`src/rtl/fu_complete_arbiter.sv`:
```
// ============================================================================
// Module   : fu_complete_arbiter
// Purpose  : Round-robin arbiter that moves finished FU results onto one
//            registered result broadcast, with one holding slot per FU.
// Revision : 1.0  initial release
// ============================================================================
`default_nettype none

module fu_complete_arbiter #(
   parameter int NUM_REQ = 4,
   parameter int XLEN    = 32,
   parameter int TAG_W   = 6,
   parameter int IDX_W   = $clog2(NUM_REQ)
) (
   input  logic                     clock,
   input  logic                     reset,
   input  logic                     flush,
   input  logic [NUM_REQ-1:0]       req_valid,
   input  logic [NUM_REQ*XLEN-1:0]  req_result,
   input  logic [NUM_REQ*TAG_W-1:0] req_tag,
   output logic [NUM_REQ-1:0]       req_ready,
   output logic                     cdb_valid,
   output logic [XLEN-1:0]          cdb_result,
   output logic [TAG_W-1:0]         cdb_tag,
   output logic [IDX_W-1:0]         cdb_src
);

   logic [NUM_REQ-1:0] r_slot_valid;
   logic [XLEN-1:0]    r_slot_result [NUM_REQ];
   logic [TAG_W-1:0]   r_slot_tag    [NUM_REQ];
   logic [IDX_W-1:0]   r_rr_ptr;

   logic               r_cdb_valid;
   logic [XLEN-1:0]    r_cdb_result;
   logic [TAG_W-1:0]   r_cdb_tag;
   logic [IDX_W-1:0]   r_cdb_src;

   logic [NUM_REQ-1:0] w_grant;
   logic               w_any;
   logic [IDX_W-1:0]   w_gidx;
   logic [IDX_W-1:0]   w_rr_next;

   // Scan slots starting at the round-robin pointer; first occupied slot wins.
   always_comb begin
      int               w_pos;
      logic [IDX_W-1:0] w_scan;
      w_grant = '0;
      w_any   = 1'b0;
      w_gidx  = '0;
      w_pos   = 0;
      w_scan  = '0;
      for (int k = 0; k < NUM_REQ; k++) begin
         w_pos = int'(r_rr_ptr) + k;
         if (w_pos >= NUM_REQ) begin
            w_pos = w_pos - NUM_REQ;
         end
         w_scan = IDX_W'(w_pos);
         if (!w_any && r_slot_valid[w_scan]) begin
            w_any           = 1'b1;
            w_gidx          = w_scan;
            w_grant[w_scan] = 1'b1;
         end
      end
   end

   assign w_rr_next = (w_gidx == IDX_W'(NUM_REQ - 1)) ? '0 : w_gidx + 1'b1;

   generate
      for (genvar i = 0; i < NUM_REQ; i++) begin : g_slot
         assign req_ready[i] = !flush && (!r_slot_valid[i] || w_grant[i]);

         // A granted slot may be refilled on the same edge; capture wins.
         always_ff @(posedge clock or posedge reset) begin
            if (reset) begin
               r_slot_valid[i]  <= 1'b0;
               r_slot_result[i] <= '0;
               r_slot_tag[i]    <= '0;
            end else if (flush) begin
               r_slot_valid[i]  <= 1'b0;
            end else if (req_valid[i] && req_ready[i]) begin
               r_slot_valid[i]  <= 1'b1;
               r_slot_result[i] <= req_result[i*XLEN +: XLEN];
               r_slot_tag[i]    <= req_tag[i*TAG_W +: TAG_W];
            end else if (w_grant[i]) begin
               r_slot_valid[i]  <= 1'b0;
            end
         end
      end
   endgenerate

   always_ff @(posedge clock or posedge reset) begin
      if (reset) begin
         r_rr_ptr     <= '0;
         r_cdb_valid  <= 1'b0;
         r_cdb_result <= '0;
         r_cdb_tag    <= '0;
         r_cdb_src    <= '0;
      end else if (flush || !w_any) begin
         r_cdb_valid  <= 1'b0;
         r_cdb_result <= '0;
         r_cdb_tag    <= '0;
         r_cdb_src    <= '0;
      end else begin
         r_rr_ptr     <= w_rr_next;
         r_cdb_valid  <= 1'b1;
         r_cdb_result <= r_slot_result[w_gidx];
         r_cdb_tag    <= r_slot_tag[w_gidx];
         r_cdb_src    <= w_gidx;
      end
   end

   assign cdb_valid  = r_cdb_valid;
   assign cdb_result = r_cdb_result;
   assign cdb_tag    = r_cdb_tag;
   assign cdb_src    = r_cdb_src;

endmodule

`default_nettype wire
```
`config.mk`:
```
export PLATFORM = sky130hd
export DESIGN_NAME = fu_complete_arbiter
export DESIGN_NICKNAME = d
export VERILOG_FILES = /design/src/rtl/fu_complete_arbiter.sv
export SDC_FILE = /design/constraint.sdc
export NUM_CORES = 1
export LEC_CHECK = 0
export BUFFER_PORTS_ARGS = -buffer_cell sky130_fd_sc_hd__buf_4
export CAP_MARGIN = 20
export CORE_MARGIN = 2
export CORE_UTILIZATION = 49
export CTS_BUF_LIST = sky130_fd_sc_hd__clkbuf_4 sky130_fd_sc_hd__clkbuf_8
export CTS_CLUSTER_DIAMETER = 150
export DETAILED_ROUTE_END_ITERATION = 7
export PLACE_DENSITY_LB_ADDON = 0.12
export RECOVER_POWER = 50
export SLEW_MARGIN = 20
export SYNTH_ARGS = -nofsm -noshare
export SYNTH_HDL_FRONTEND = slang
export SYNTH_SLANG_ARGS = --single-unit
```
`constraint.sdc`:
```
create_clock -name clock -period 12.2 [get_ports clock]
set_input_delay 0.61 -clock clock [delete_from_list [all_inputs] [get_ports clock]]
set_output_delay 0.61 -clock clock [all_outputs]
set_load 0.01 [all_outputs]
```
After elaboration in Yosys (flattened, before gate mapping)
Cells that the tools add are included.
{"block": "word_totals", "input_bits": 159, "ff_bits": 199}
{"block": "classes", "eq_ne": 1, "n_reduce_logical": 37, "add_sub_neg": 8, "order_cmp": 13, "n_mux": 55, "bitwise_logic": 5}
{"op": "32-bit 2-to-1 mux", "n": 3}
{"op": "32-bit binary-select mux with 2-bit select", "n": 1}
{"op": "1-bit 2-to-1 mux", "n": 25}
{"op": "2-bit 2-to-1 mux", "n": 10}
{"op": "6-bit 2-to-1 mux", "n": 3}
{"op": "4-bit 2-to-1 mux", "n": 4}
{"op": "1-bit logical AND", "n": 15}
{"op": "6-bit binary-select mux with 2-bit select", "n": 1}
{"op": "3-bit greater-or-equal comparator, second input constant", "n": 4}
{"op": "2-bit by 3-bit < comparator with 1-bit output, second input constant", "n": 4}
{"op": "4-bit OR", "n": 3}
{"op": "3-bit nonzero test", "n": 4}
{"op": "1-bit zero test", "n": 9}
{"op": "1-bit binary-select mux with 2-bit select", "n": 4}
{"op": "1-bit demux with 2-bit select", "n": 4}
{"op": "2-bit by 1-bit greater-or-equal comparator with 1-bit output, second input constant", "n": 4}
{"op": "2-bit AND reduction", "n": 4}
{"op": "2-bit by 1-bit subtractor with 2-bit output, second input constant", "n": 4}
{"op": "2-bit by 2-bit adder with 3-bit output, second input constant", "n": 2}
{"op": "1-bit logical OR", "n": 5}
{"op": "2-bit by 1-bit adder with 3-bit output, second input constant", "n": 1}
{"op": "2-bit by 3-bit greater-or-equal comparator with 1-bit output, second input constant", "n": 1}
{"op": "2-bit inverter with 3-bit output", "n": 1}
{"op": "2-bit by 1-bit adder with 2-bit output, second input constant", "n": 1}
{"op": "2 further kinds", "n": 2}

Longest topological paths before layout
Gate-level depths: netlist of run 1.
{"block": "depth", "depth_word": 19, "depth_mapped": 12}

Worst setup path after synthesis of run 1
OpenSTA, ideal clock, no wires.
{"block": "synth_timing", "path_type": "reg-to-reg", "start": "register r_rr_ptr[0]", "end": "register r_slot_result[0] (netlist bit)", "period_less_slack_ns": 3.312, "setup_slack_ns": 8.888, "setup_time_ns": 0.127, "t_required_ns": 12.073, "arrival_time_ns": 3.185, "stages_incl_launch_ff": 13, "n_path_buf": 4, "cell_sequence": "dfrtp_1 -> buf_2 -> inv_1 -> ha_1 -> buf_2 -> mux4_2 -> or3b_4 -> o21ai_1 -> a211oi_1 -> nor3b_2 -> buf_4 -> buf_6 -> mux2_1"}
{"block": "synth_via", "elab_chain_len": 18}
{"item": "start, declared", "line_no": "31", "text": "logic [IDX_W-1:0] r_rr_ptr;"}
{"item": "start signal, assigned", "line_no": "104", "text": "r_rr_ptr <= w_rr_next;"}
{"item": "branches (longest 13 deep; another with 2-bit by 1-bit adder with 3-bit output)"}
{"item": "4-bit 2-to-1 mux (*)", "line_no": "58", "text": "if (!w_any && r_slot_valid[w_scan]) begin"}
{"item": "1-bit logical OR (*)", "line_no": "70", "text": "assign req_ready[i] = !flush && (!r_slot_valid[i] || w_grant[i]);"}
{"item": "1-bit logical AND (*)", "line_no": "70"}
{"item": "1-bit logical AND (*)", "line_no": "80", "text": "end else if (req_valid[i] && req_ready[i]) begin"}
{"item": "2-bit AND reduction (no source line) (*)"}
{"item": "end signal, assigned by index", "line_no": "82", "text": "r_slot_result[i] <= req_result[i*XLEN +: XLEN];"}
{"item": "end, declared", "line_no": "29", "text": "logic [XLEN-1:0] r_slot_result [NUM_REQ];"}
Every way passes the cells marked *. The select of a mux whose other input is x is not followed.
A chain may end at the register's enable or synchronous reset.

Final worst setup path of run 1
{"block": "layout_timing", "start": "register r_rr_ptr[0]", "end": "register r_slot_tag[5] (netlist bit)"}
{"block": "layout_via", "elab_chain_len": 18}
{"item": "branches (longest 13 deep; another with 2-bit by 1-bit adder with 3-bit output)"}
{"item": "4-bit 2-to-1 mux (*)", "line_no": "58"}
{"item": "1-bit logical OR (*)", "line_no": "70"}
{"item": "1-bit logical AND (*)", "line_no": "70"}
{"item": "1-bit logical AND (*)", "line_no": "80"}
{"item": "2-bit AND reduction (no source line) (*)"}
{"item": "end signal, assigned by index", "line_no": "83", "text": "r_slot_tag[i] <= req_tag[i*TAG_W +: TAG_W];"}
{"item": "end, declared", "line_no": "30", "text": "logic [TAG_W-1:0] r_slot_tag [NUM_REQ];"}
Marks and branches as above.

==> results of run 1 <==
-- Yosys cell counts --
master	instances
nor2b_1	2
a21oi_1	1
nor3b_2	4
nor2_1	13
buf_6	8
clkbuf_1	8
ha_1	6
mux4_2	4
buf_1	3
o21ai_0	7
o22ai_1	39
and2_1	1
nand3_1	2
o21ai_1	4
dfrtp_1	199
mux2i_1	77
or2_2	1
o211ai_1	1
nor3_1	2
or3b_4	1
mux2_1	80
mux2_2	73
buf_2	15
a211oi_1	4
a21o_1	2
nand2b_1	1
buf_4	4
nand2_1	12
inv_1	11
o221ai_1	1
a31oi_1	1
-- metal layers --
metal	vias up	GRT usage [%]	part of all wire [%]
met2	191	35.8	48
met1	2747	29.2	43
met5	-	0	0
met3	22	7.07	7.7
met4	0	6.48	1.8
li1	2488	-	-
-- final cells by class --
cell class              count  area [µm²]
clock inverters            13         160
fillers                  1396        6680
flip-flops and latches    199        4980
multi-input cells         339        3280
clock buffers              19         262
repair buffers            211        1430
well taps                 225         282
inverters                  11        42.5
-- cells by family (layout without fill, tap and decap cells) --
group / Yosys count / count (layout) / share of synthesized area, %
mux: 234 / 234 / 30.4
flops: 199 / 199 / 58.6
compound gates: 60 / 60 / 4.37
buf+inv: 49 / 254 / 3.27
simple gates: 39 / 39 / 2.43
fa+ha+maj: 6 / 6 / 0.884
-- sequential cells by signal (all words and copies together), names as in the netlist --
| signal | flops |
|---|---|
| r_slot_tag | 24 |
| r_slot_valid | 4 |
| r_rr_ptr | 2 |
| r_slot_result | 128 |
| cdb_valid | 1 |
| cdb_src | 2 |
| cdb_tag | 6 |
| cdb_result | 32 |
-- worst min-delay path by stage --
stage | startpoint | to | slack [ps]
finish | req_result[6] | r_slot_result[102] | 350
global placement | r_slot_result[107] | r_slot_result[107] | 470
detailed placement | r_slot_result[106] | r_slot_result[106] | 470
CTS | reset | r_slot_tag[3] | 330
global route | req_result[2] | r_slot_result[98] | 320
floorplan | r_slot_result[100] | r_slot_result[100] | 460
-- power by group --
part | total [mW] | internal, mW | leakage [nW] | switching [mW]
Sequential | 1.04 | 0.913 | 2.40 | 0.126
Combinational | 1.02 | 0.494 | 2.11 | 0.527
Clock | 0.442 | 0.200 | 0.212 | 0.242
Total | 2.50 | 1.61 | 4.72 | 0.896
-- critical path: cells and delay by family, from the launching register on --
family                     cells  cell delay, ps
AOI/OAI and AO/OA              2             290
adders and majority gates      1             470
buffers and inverters          2             670
DFF                            1             660
muxes                          2            1030
and+or+nand+nor                2            1360
-- through the flow --
step | total power, mW | util [%] | worst slack (ps) | std cells | instance area [µm²]
finish | 2.50 | 61.0 | 7600 | 1017 | 10400
floorplan | 1.81 | - | 6160 | 587 | 8490
global placement | 2.08 | 59.4 | 7770 | 984 | 10200
detailed placement | 2.12 | 59.4 | 7610 | 985 | 10200
global route | 2.67 | 61.0 | 6850 | 1017 | 10400
CTS | 2.57 | 61.9 | 7590 | 1017 | 10600
==> out/metrics.csv, run 1 <==
metric;value;unit
Yosys top cell by area;dfrtp_1;
#FFs+latches synth;199;
Worst path slowest cell;nor3b_4;
Syn Std Cell Area;0.00849;mm²
Worst-Margin Slew;5310;ps
Root Buffer;clkbuf_8;
crit path kind;reg -> reg;
initial antenna violation count;0;
Inserted Diodes;0;
CTS resizes;0;
CTS Buf Count;17;
max_cap viols;1;
routed wire length;19.8;mm
RSZ-0062 raised after global routing;no;
crit share post-route;37.7;%
hold buffer count at CTS;0;
Area growth syn-to-layout;22.8;%
CP endpoint kind;flip-flop;
outcome;finished with violations;
commonest non-fill, non-tap cell in the layout;dfrtp_1;
nets;944;
fmax;217;MHz
Tmin final;4600;ps
WP data arrival;4950;ps
Startpoint Class;flip-flop;
r2r startpoint;r_rr_ptr[0];
worst setup path start;r_rr_ptr[0];
Final Hold Violating Endpoints;0;
most frequent cells in the layout;199 x dfrtp_1, 168 x buf_4, 80 x mux2_1;
Req. time, crit path;12550;ps
Remaining DRCs;0;
CTS tree;done;
clk_lat worst skew;470;ps
first-pass GRT wire length;31.2;mm
initial core utilization;49.6;%
Num Clock Sinks;199;
Final Max Tran Viols;122;
Vias;5448;
DIE HEIGHT;136;µm
CTS H-tree depth;4;
Core ar.;0.0171;mm²
Clock Path Buffers;2;
Syn Nets;752;
sequential-to-total area share from yosys stat;58.6;%
Synth area leaders;dfrtp_1 59%, mux2_1 11%, mux2_2 9.7%, mux2i_1 9.1%, o22ai_1 2.9%;
largest net degree at the start of global routing;122;
vias per cell;5.36;
Antenna Nets Post-Route;0;
failing checks;capacitance limit, slew limit;
final setup fails;0;
number of iterations in the first detailed-routing pass;4;
P_leak;4.72;nW
num rows;48;
power per cell area;240;mW/mm²
Max Fanout on Critical Path;22;
die width;136;µm
hpwl dp;13.2;mm
synth warn;0;
GRT Overall Usage;22.3;%
Post CTS Setup Buffer Count;0;
GP Congestion;0.951;
Initial DRC Count;254;
register-to-register setup slack;7600;ps
ratio of cells with drive above 1 in the final layout;36.4;%
Post-Syn Area per Cell;14.5;µm²
end point of the critical path;r_slot_tag[5];
Crit Reg-Reg Endpoint;r_slot_tag[5];
CTS clk-pin slew, worst paths;100;ps
Synth cell types;31;
FF-to-FF path depth;9;
Hold Crit Class;in -> reg;
final setup skew;10.5;ps
grt total ovfl;0;
Syn Inst Count;587;
crit-path cells;inv_1, ha_1, mux4_2, or3b_4, o21ai_1, a211oi_1, nor3b_4, buf_4, mux2_2;
slowest stage delay, CP;910;ps
I/O pin cnt;204;
vias in the first global route;5836;
setup TNS;0;ps
WHS;348;ps
worst hold path cell count;2;
port buffer count;203;
Die ar.;0.0184;mm²
average wire per standard cell;19.5;µm
Synth top area share;58.6;%
worst relative slew slack;-256;%
VDD IR max;0.000154;V
Note: power is estimated with default switching activity, not from simulation.
==> run 2, diff against run 1 <==
==> constraint.sdc (replaced) <==
create_clock -name clock -period 4.2 [get_ports clock]
set_input_delay 0.21 -clock clock [delete_from_list [all_inputs] [get_ports clock]]
set_output_delay 0.21 -clock clock [all_outputs]
set_load 0.01 [all_outputs]
==> run 2 against run 1 <==
  * The run still ends with capacitance limit, slew limit left
  * Cell area grew 16%
  * Clock power grew to 2.6 times the previous value
  * Setup slack lost 7200 ps
  * Via count grew 14%
  * Core utilization grew 9.6 points
  * Flip-flop and latch count is the same
  * Maximum frequency grew 21%
  * Sequential power grew to 2.9 times the previous value
  * Clock skew grew 9.5 ps
  * Total power grew to 3.0 times the previous value
  * Critical path type unchanged
  * Highest routed layer unchanged
==> out/metrics.csv, run 2 (synthesis results as in run 1) <==
metric;value;unit;change
outcome;finished with violations;;
failing checks;capacitance limit, slew limit;;
grt total ovfl;0;;unchanged
crit share post-route;90.7;%;+53 points
Hold Crit Class;in -> reg;;
Worst-Margin Slew;2960;ps;-2340 ps
PnR worst setup slack;391;ps;-7210 ps
Core ar.;0.0171;mm²;unchanged
Worst path slowest cell;dfrtp_1;;
FF-to-FF path depth;8;;-1
Area growth syn-to-layout;42.3;%;
final setup skew;20.0;ps;+9.45 ps
Tmin final;3810;ps;-794 ps
RSZ-0062 raised after global routing;no;;
number of iterations in the first detailed-routing pass;4;;unchanged
Cell Area, Placed;0.0103;mm²;+0.79%
instance count on the critical path;8;;-1
average wire per standard cell;18.6;µm;-4.6%
die width;136;µm;unchanged
register-to-register setup slack;390;ps;-7210 ps
VDD IR max;0.000532;V;+250%
CTS Buf Count;17;;unchanged
Initial DRC Count;256;;+0.79%
P_leak;5.41;nW;+15%
Vias;6197;;+14%
CTS tree;done;;
Crit Reg-Reg Endpoint;r_slot_result[2];;
I/O pin cnt;204;;unchanged
end point of the critical path;r_slot_result[2];;
vias in the first global route;6755;;+16%
Crit path max-delay family;multiplexers;;
DIE HEIGHT;136;µm;unchanged
Antenna Nets Post-Route;0;;unchanged
vias per cell;5.25;;-2.0%
max reg flops;128;;unchanged
Setup WS pre-CTS;420;ps;-7190 ps
largest net degree at the start of global routing;200;;+64%
Inserted Diodes;0;;unchanged
worst relative slew slack;-97.6;%;+160 points
port buffer count;203;;unchanged
CTS resizes;0;;unchanged
routed wire length;21.9;mm;+11%
initial core utilization;49.6;%;unchanged
first-pass GRT wire length;34.6;mm;+11%
Multi-input gate area;0.00328;mm²;unchanged
Final Cell Area;0.0121;mm²;+16%
num rows;48;;unchanged
Clock Path Buffers;2;;unchanged
Max Fanout on Critical Path;25;;+14%
worst setup path start;r_rr_ptr[0];;
CP endpoint kind;flip-flop;;
WP data arrival;4130;ps;-820 ps
CTS clk-pin slew, worst paths;100;ps;about the same
Num Clock Sinks;199;;unchanged
ratio of cells with drive above 1 in the final layout;30.6;%;-5.8 points
CTS H-tree depth;4;;unchanged
Final Max Tran Viols;64;;-48%
GP Congestion;0.805;;-15%
crit-path cells;inv_1, ha_1, mux4_2, nor3_1, a211oi_1, nor3b_4, buf_4, mux2_1;;
power per cell area;618;mW/mm²;+160%
commonest non-fill, non-tap cell in the layout;dfrtp_1;;
Req. time, crit path;4530;ps;-8020 ps
setup TNS;0;ps;unchanged
fmax;263;MHz;+21%
Remaining DRCs;0;;unchanged
r2r startpoint;r_rr_ptr[0];;
worst hold path cell count;2;;unchanged
nets;1108;;+17%
hpwl dp;13.5;mm;+2.2%
Die ar.;0.0184;mm²;unchanged
final setup fails;0;;unchanged
worst path bufs/invs;2;;unchanged
most frequent cells in the layout;199 x dfrtp_1, 170 x buf_4, 157 x dlygate4sd3_1;;
Reg with most FFs;r_slot_result;;
max_cap viols;1;;unchanged
Final Hold Violating Endpoints;0;;unchanged
GRT Overall Usage;24.4;%;+2.2 points
Reg area;0.00498;mm²;unchanged
Root Buffer;clkbuf_8;;
crit path kind;reg -> reg;;
Fillers;1201;;-14%
Startpoint Class;flip-flop;;
overall power;7.46;mW;+200%
initial antenna violation count;0;;unchanged
clk_lat worst skew;450;ps;-20 ps
slowest stage delay, CP;650;ps;-260 ps
## run 2: how the worst min path moves through the flow
stage,from,endpoint,slack [ps]
6_report,flush,r_slot_valid[0],80
2_1_floorplan,req_valid[0],r_slot_valid[0],340
4_1_cts,flush,r_slot_valid[1],40
3_5_place_dp,req_result[72],r_slot_result[40],430
3_3_place_gp,req_result[33],r_slot_result[65],430
5_1_grt,flush,r_slot_valid[0],70
## run 2: per-stage QoR
step | std cells | hold slack (ps) | util [%]
5_1_grt | 1180 | 72.0 | 70.6
3_3_place_gp | 990 | 427 | 59.9
6_report | 1180 | 81.1 | 70.6
3_5_place_dp | 990 | 432 | 59.9
4_1_cts | 1177 | 38.2 | 71.2
2_1_floorplan | 587 | 340 | -
## run 2: layout make-up
cell class / instances / share of cell area, %
well taps: 225 / 2.33
clock inverters: 10 / 0.797
repair buffers: 375 / 25.9
multi-input cells: 339 / 27.1
inverters: 11 / 0.373
clock buffers: 21 / 2.29
flip-flops and latches: 199 / 41.2
## run 2: worst register-to-register path, delay by kind of cell, from the launching register on
kind	cells	cell delay, ps
flip-flops	1	650
AND/OR/NAND/NOR	2	730
buffers and inverters	2	570
adder cells (fa/ha/maj)	1	460
multiplexers	2	1040
AO/OA/AOI/OAI	1	250
## run 2: timing repair
item	in CTS	in global routing
hold buffers	156	1
setup buffers	0	0
hold endpoints to repair	156	63
## run 2: routing by layer
metal / global-route usage (%) / routed length (µm) / vias up
met4: 7.23 / 363 / 0
met5: 0 / 0 / -
li1: - / - / 2822
met1: 30.2 / 8990 / 3151
met2: 42.9 / 11500 / 192
met3: 5.54 / 1110 / 32
## run 2: power breakdown
| group | internal [mW] | switching, mW |
|---|---|---|
| combinational | 1.65 | 1.62 |
| clock | 0.515 | 0.656 |
| sequential | 2.65 | 0.379 |
==> run 3, diff against run 2 <==
--- a/config.mk
+++ b/config.mk
@@ -12,6 +12,7 @@
 export CTS_BUF_LIST = sky130_fd_sc_hd__clkbuf_4 sky130_fd_sc_hd__clkbuf_8
 export CTS_CLUSTER_DIAMETER = 150
 export DETAILED_ROUTE_END_ITERATION = 7
+export GPL_TIMING_DRIVEN = 0
 export PLACE_DENSITY_LB_ADDON = 0.12
 export RECOVER_POWER = 50
 export SLEW_MARGIN = 20
==> constraint.sdc (replaced) <==
create_clock -name clock -period 3.2 [get_ports clock]
set_input_delay 0.16 -clock clock [delete_from_list [all_inputs] [get_ports clock]]
set_output_delay 0.16 -clock clock [all_outputs]
set_load 0.01 [all_outputs]
==> run 3 against run 2 <==
  * The flow still finishes with violations (capacitance limit, slew limit)
  * Total power up 38%
  * Combinational power rose by 47%
  * Clock-buffer cell count stayed put
  * Critical path depth grew 2
  * Die area is the same
  * Sequential share of layout area fell by 1.8 points
  * Via count up 3.3%
  * Critical endpoint is now r_slot_result[40]
  * Sequential power is 31% higher
  * Cell count rose by 4.7%
  * Largest power group unchanged
  * Wire length up 9.8%
  * Setup slack got worse by 280 ps
==> out/metrics.csv, run 3 (synthesis results as in run 1) <==
metric;value;unit;change
PnR worst setup slack;107;ps;-283 ps
Die ar.;0.0184;mm²;unchanged
DIE HEIGHT;136;µm;unchanged
Worst path slowest cell;mux4_2;;
Tmin final;3090;ps;-717 ps
Num Clock Sinks;199;;unchanged
crit-path cells;inv_2, ha_4, mux4_2, or3b_4, o21ai_2, a211oi_2, nor3b_2, buf_6, clkbuf_16, mux2_1;;
slowest stage delay, CP;540;ps;-110 ps
Area growth syn-to-layout;48.8;%;
Internal;6.56;mW;+36%
Worst-Margin Slew;1950;ps;-1010 ps
num rows;48;;unchanged
worst path bufs/invs;3;;+1
final setup fails;0;;unchanged
FF-to-FF path depth;10;;+2
final setup skew;9.89;ps;-10.1 ps
register-to-register setup slack;110;ps;-280 ps
GP Congestion;0.769;;-4.5%
Fillers;1100;;-8.4%
Clock Path Buffers;2;;unchanged
Reg with most FFs;r_slot_result;;
Max Fanout on Critical Path;7;;-72%
port buffer count;203;;unchanged
grt total ovfl;0;;unchanged
P_leak;5.77;nW;+6.7%
worst relative slew slack;-30.2;%;+67 points
initial antenna violation count;0;;unchanged
vias in the first global route;7001;;+3.6%
fmax;323;MHz;+23%
Req. time, crit path;3550;ps;-980 ps
switching power;3.71;mW;+40%
Antenna Nets Post-Route;0;;unchanged
max_cap viols;2;;+1
Hold Crit Class;in -> async;;
Crit path max-delay family;multiplexers;;
number of iterations in the first detailed-routing pass;4;;unchanged
first-pass GRT wire length;36.8;mm;+6.3%
failing checks;capacitance limit, slew limit;;
I/O pin cnt;204;;unchanged
initial core utilization;49.6;%;unchanged
Setup WS pre-CTS;-453;ps;-873 ps
Core ar.;0.0171;mm²;unchanged
crit path kind;reg -> reg;;
CTS clk-pin slew, worst paths;90;ps;about the same
most frequent cells in the layout;205 x buf_4, 198 x dfrtp_1, 157 x dlygate4sd3_1;;
vias per cell;5.18;;-1.3%
crit share post-route;96.7;%;+5.9 points
power per cell area;813;mW/mm²;+32%
Seq pwr share;38.5;%;-2.1 points
Final Hold Violating Endpoints;0;;unchanged
outcome;finished with violations;;
ratio of cells with drive above 1 in the final layout;37.8;%;+7.2 points
Clock power frac;14.9;%;-0.8 points
VDD IR max;0.000660;V;+24%
Vias;6399;;+3.3%
r2r startpoint;r_rr_ptr[0];;
largest net degree at the start of global routing;35;;-83%
CTS tree;done;;
commonest non-fill, non-tap cell in the layout;buf_4;;
Initial DRC Count;317;;+24%
Crit Reg-Reg Endpoint;r_slot_result[40];;
CTS Buf Count;17;;unchanged
Root Buffer;clkbuf_8;;
nets;1161;;+4.8%
CTS H-tree depth;4;;unchanged
overall power;10.3;mW;+38%
Gate power share;46.6;%;+2.9 points
Final Max Tran Viols;65;;+1.6%
Startpoint Class;flip-flop;;
die width;136;µm;unchanged
routed wire length;24.1;mm;+9.8%
average wire per standard cell;19.5;µm;+4.9%
hpwl dp;15.7;mm;+17%
WP data arrival;3440;ps;-690 ps
clk_lat worst skew;460;ps;about the same
max reg flops;128;;unchanged
Remaining DRCs;0;;unchanged
CP endpoint kind;flip-flop;;
GRT Overall Usage;26.7;%;+2.3 points
switch share;36.1;%;+0.60 points
run 3: tightest hold or removal path, cell delays in order:
cell and delay (ps):
dlygate4sd3_1 540, clkbuf_4 140, clkinvlp_2 150
run 3: worst max path at each step:
stage | start | slack [ps] | cells after the start | to
6_report | r_rr_ptr[0] | 110 | 10 | r_slot_result[40]
3_5_place_dp | r_rr_ptr[0] | -450 | 12 | r_slot_tag[21]
2_1_floorplan | r_rr_ptr[0] | 1 | 12 | r_slot_result[0]
3_3_place_gp | reset | -590 | 2 | r_slot_tag[10]
5_1_grt | r_rr_ptr[0] | -9 | 10 | r_slot_result[44]
4_1_cts | r_rr_ptr[0] | 0.2 | 12 | r_slot_result[108]
run 3: per-stage QoR:
| step | area [µm²] | utilization (%) | cells | TNS (ps) | hold slack, ps |
|---|---|---|---|---|---|
| 6_report | 12600 | 73.9 | 1235 | 0 | 157 |
| 5_1_grt | 12600 | 73.8 | 1234 | -38.0 | 152 |
| 3_3_place_gp | 10300 | 60.2 | 1015 | -161800 | 377 |
| 4_1_cts | 12700 | 73.9 | 1229 | 0 | 136 |
| 3_5_place_dp | 10500 | 61.1 | 1022 | -60410 | 83.6 |
| 2_1_floorplan | 8510 | - | 587 | 0 | 290 |
run 3: power by group through the flow:
stage                     Clock [mW]  Sequential, mW  Combinational (mW)
after global routing            1.67            4.07                5.16
after global placement             0            3.94                4.19
after CTS                       1.55            3.93                4.75
final                           1.53            3.96                4.79
after detailed placement           0            4.00                4.34
after floorplan                    0            3.94                2.96
run 3: timing repair:
action / in CTS / in global routing
endpoints found under the setup margin: 196 / 184
hold buffers: 157 / 0
cloned: 1 / 2
resized for setup: 25 / 29
pin swaps: 8 / 7
endpoints found under the hold margin: 220 / 0
buffers inserted: 17 / 7
run 3: area by class of cell:
cell class | count | area, µm² | area share (%)
clock inverters | 11 | 100 | 0.792
clock buffers | 21 | 270 | 2.14
plain buffers | 34 | 279 | 2.21
multi-input cells | 339 | 3330 | 26.3
diodes | 1 | 2.50 | 0.0198
flip-flops and latches | 199 | 4980 | 39.4
inverters | 11 | 42.5 | 0.337
well taps | 225 | 282 | 2.23
repair buffers | 394 | 3360 | 26.5
run 3: per-layer routing:
metal / up-vias / GRT usage (%) / share of wire [%]
met5: - / 0 / 0
met1: 3268 / 33.2 / 42
met3: 29 / 5.72 / 4.5
met4: 0 / 6.94 / 1.5
met2: 171 / 47.4 / 52
li1: 2931 / - / -
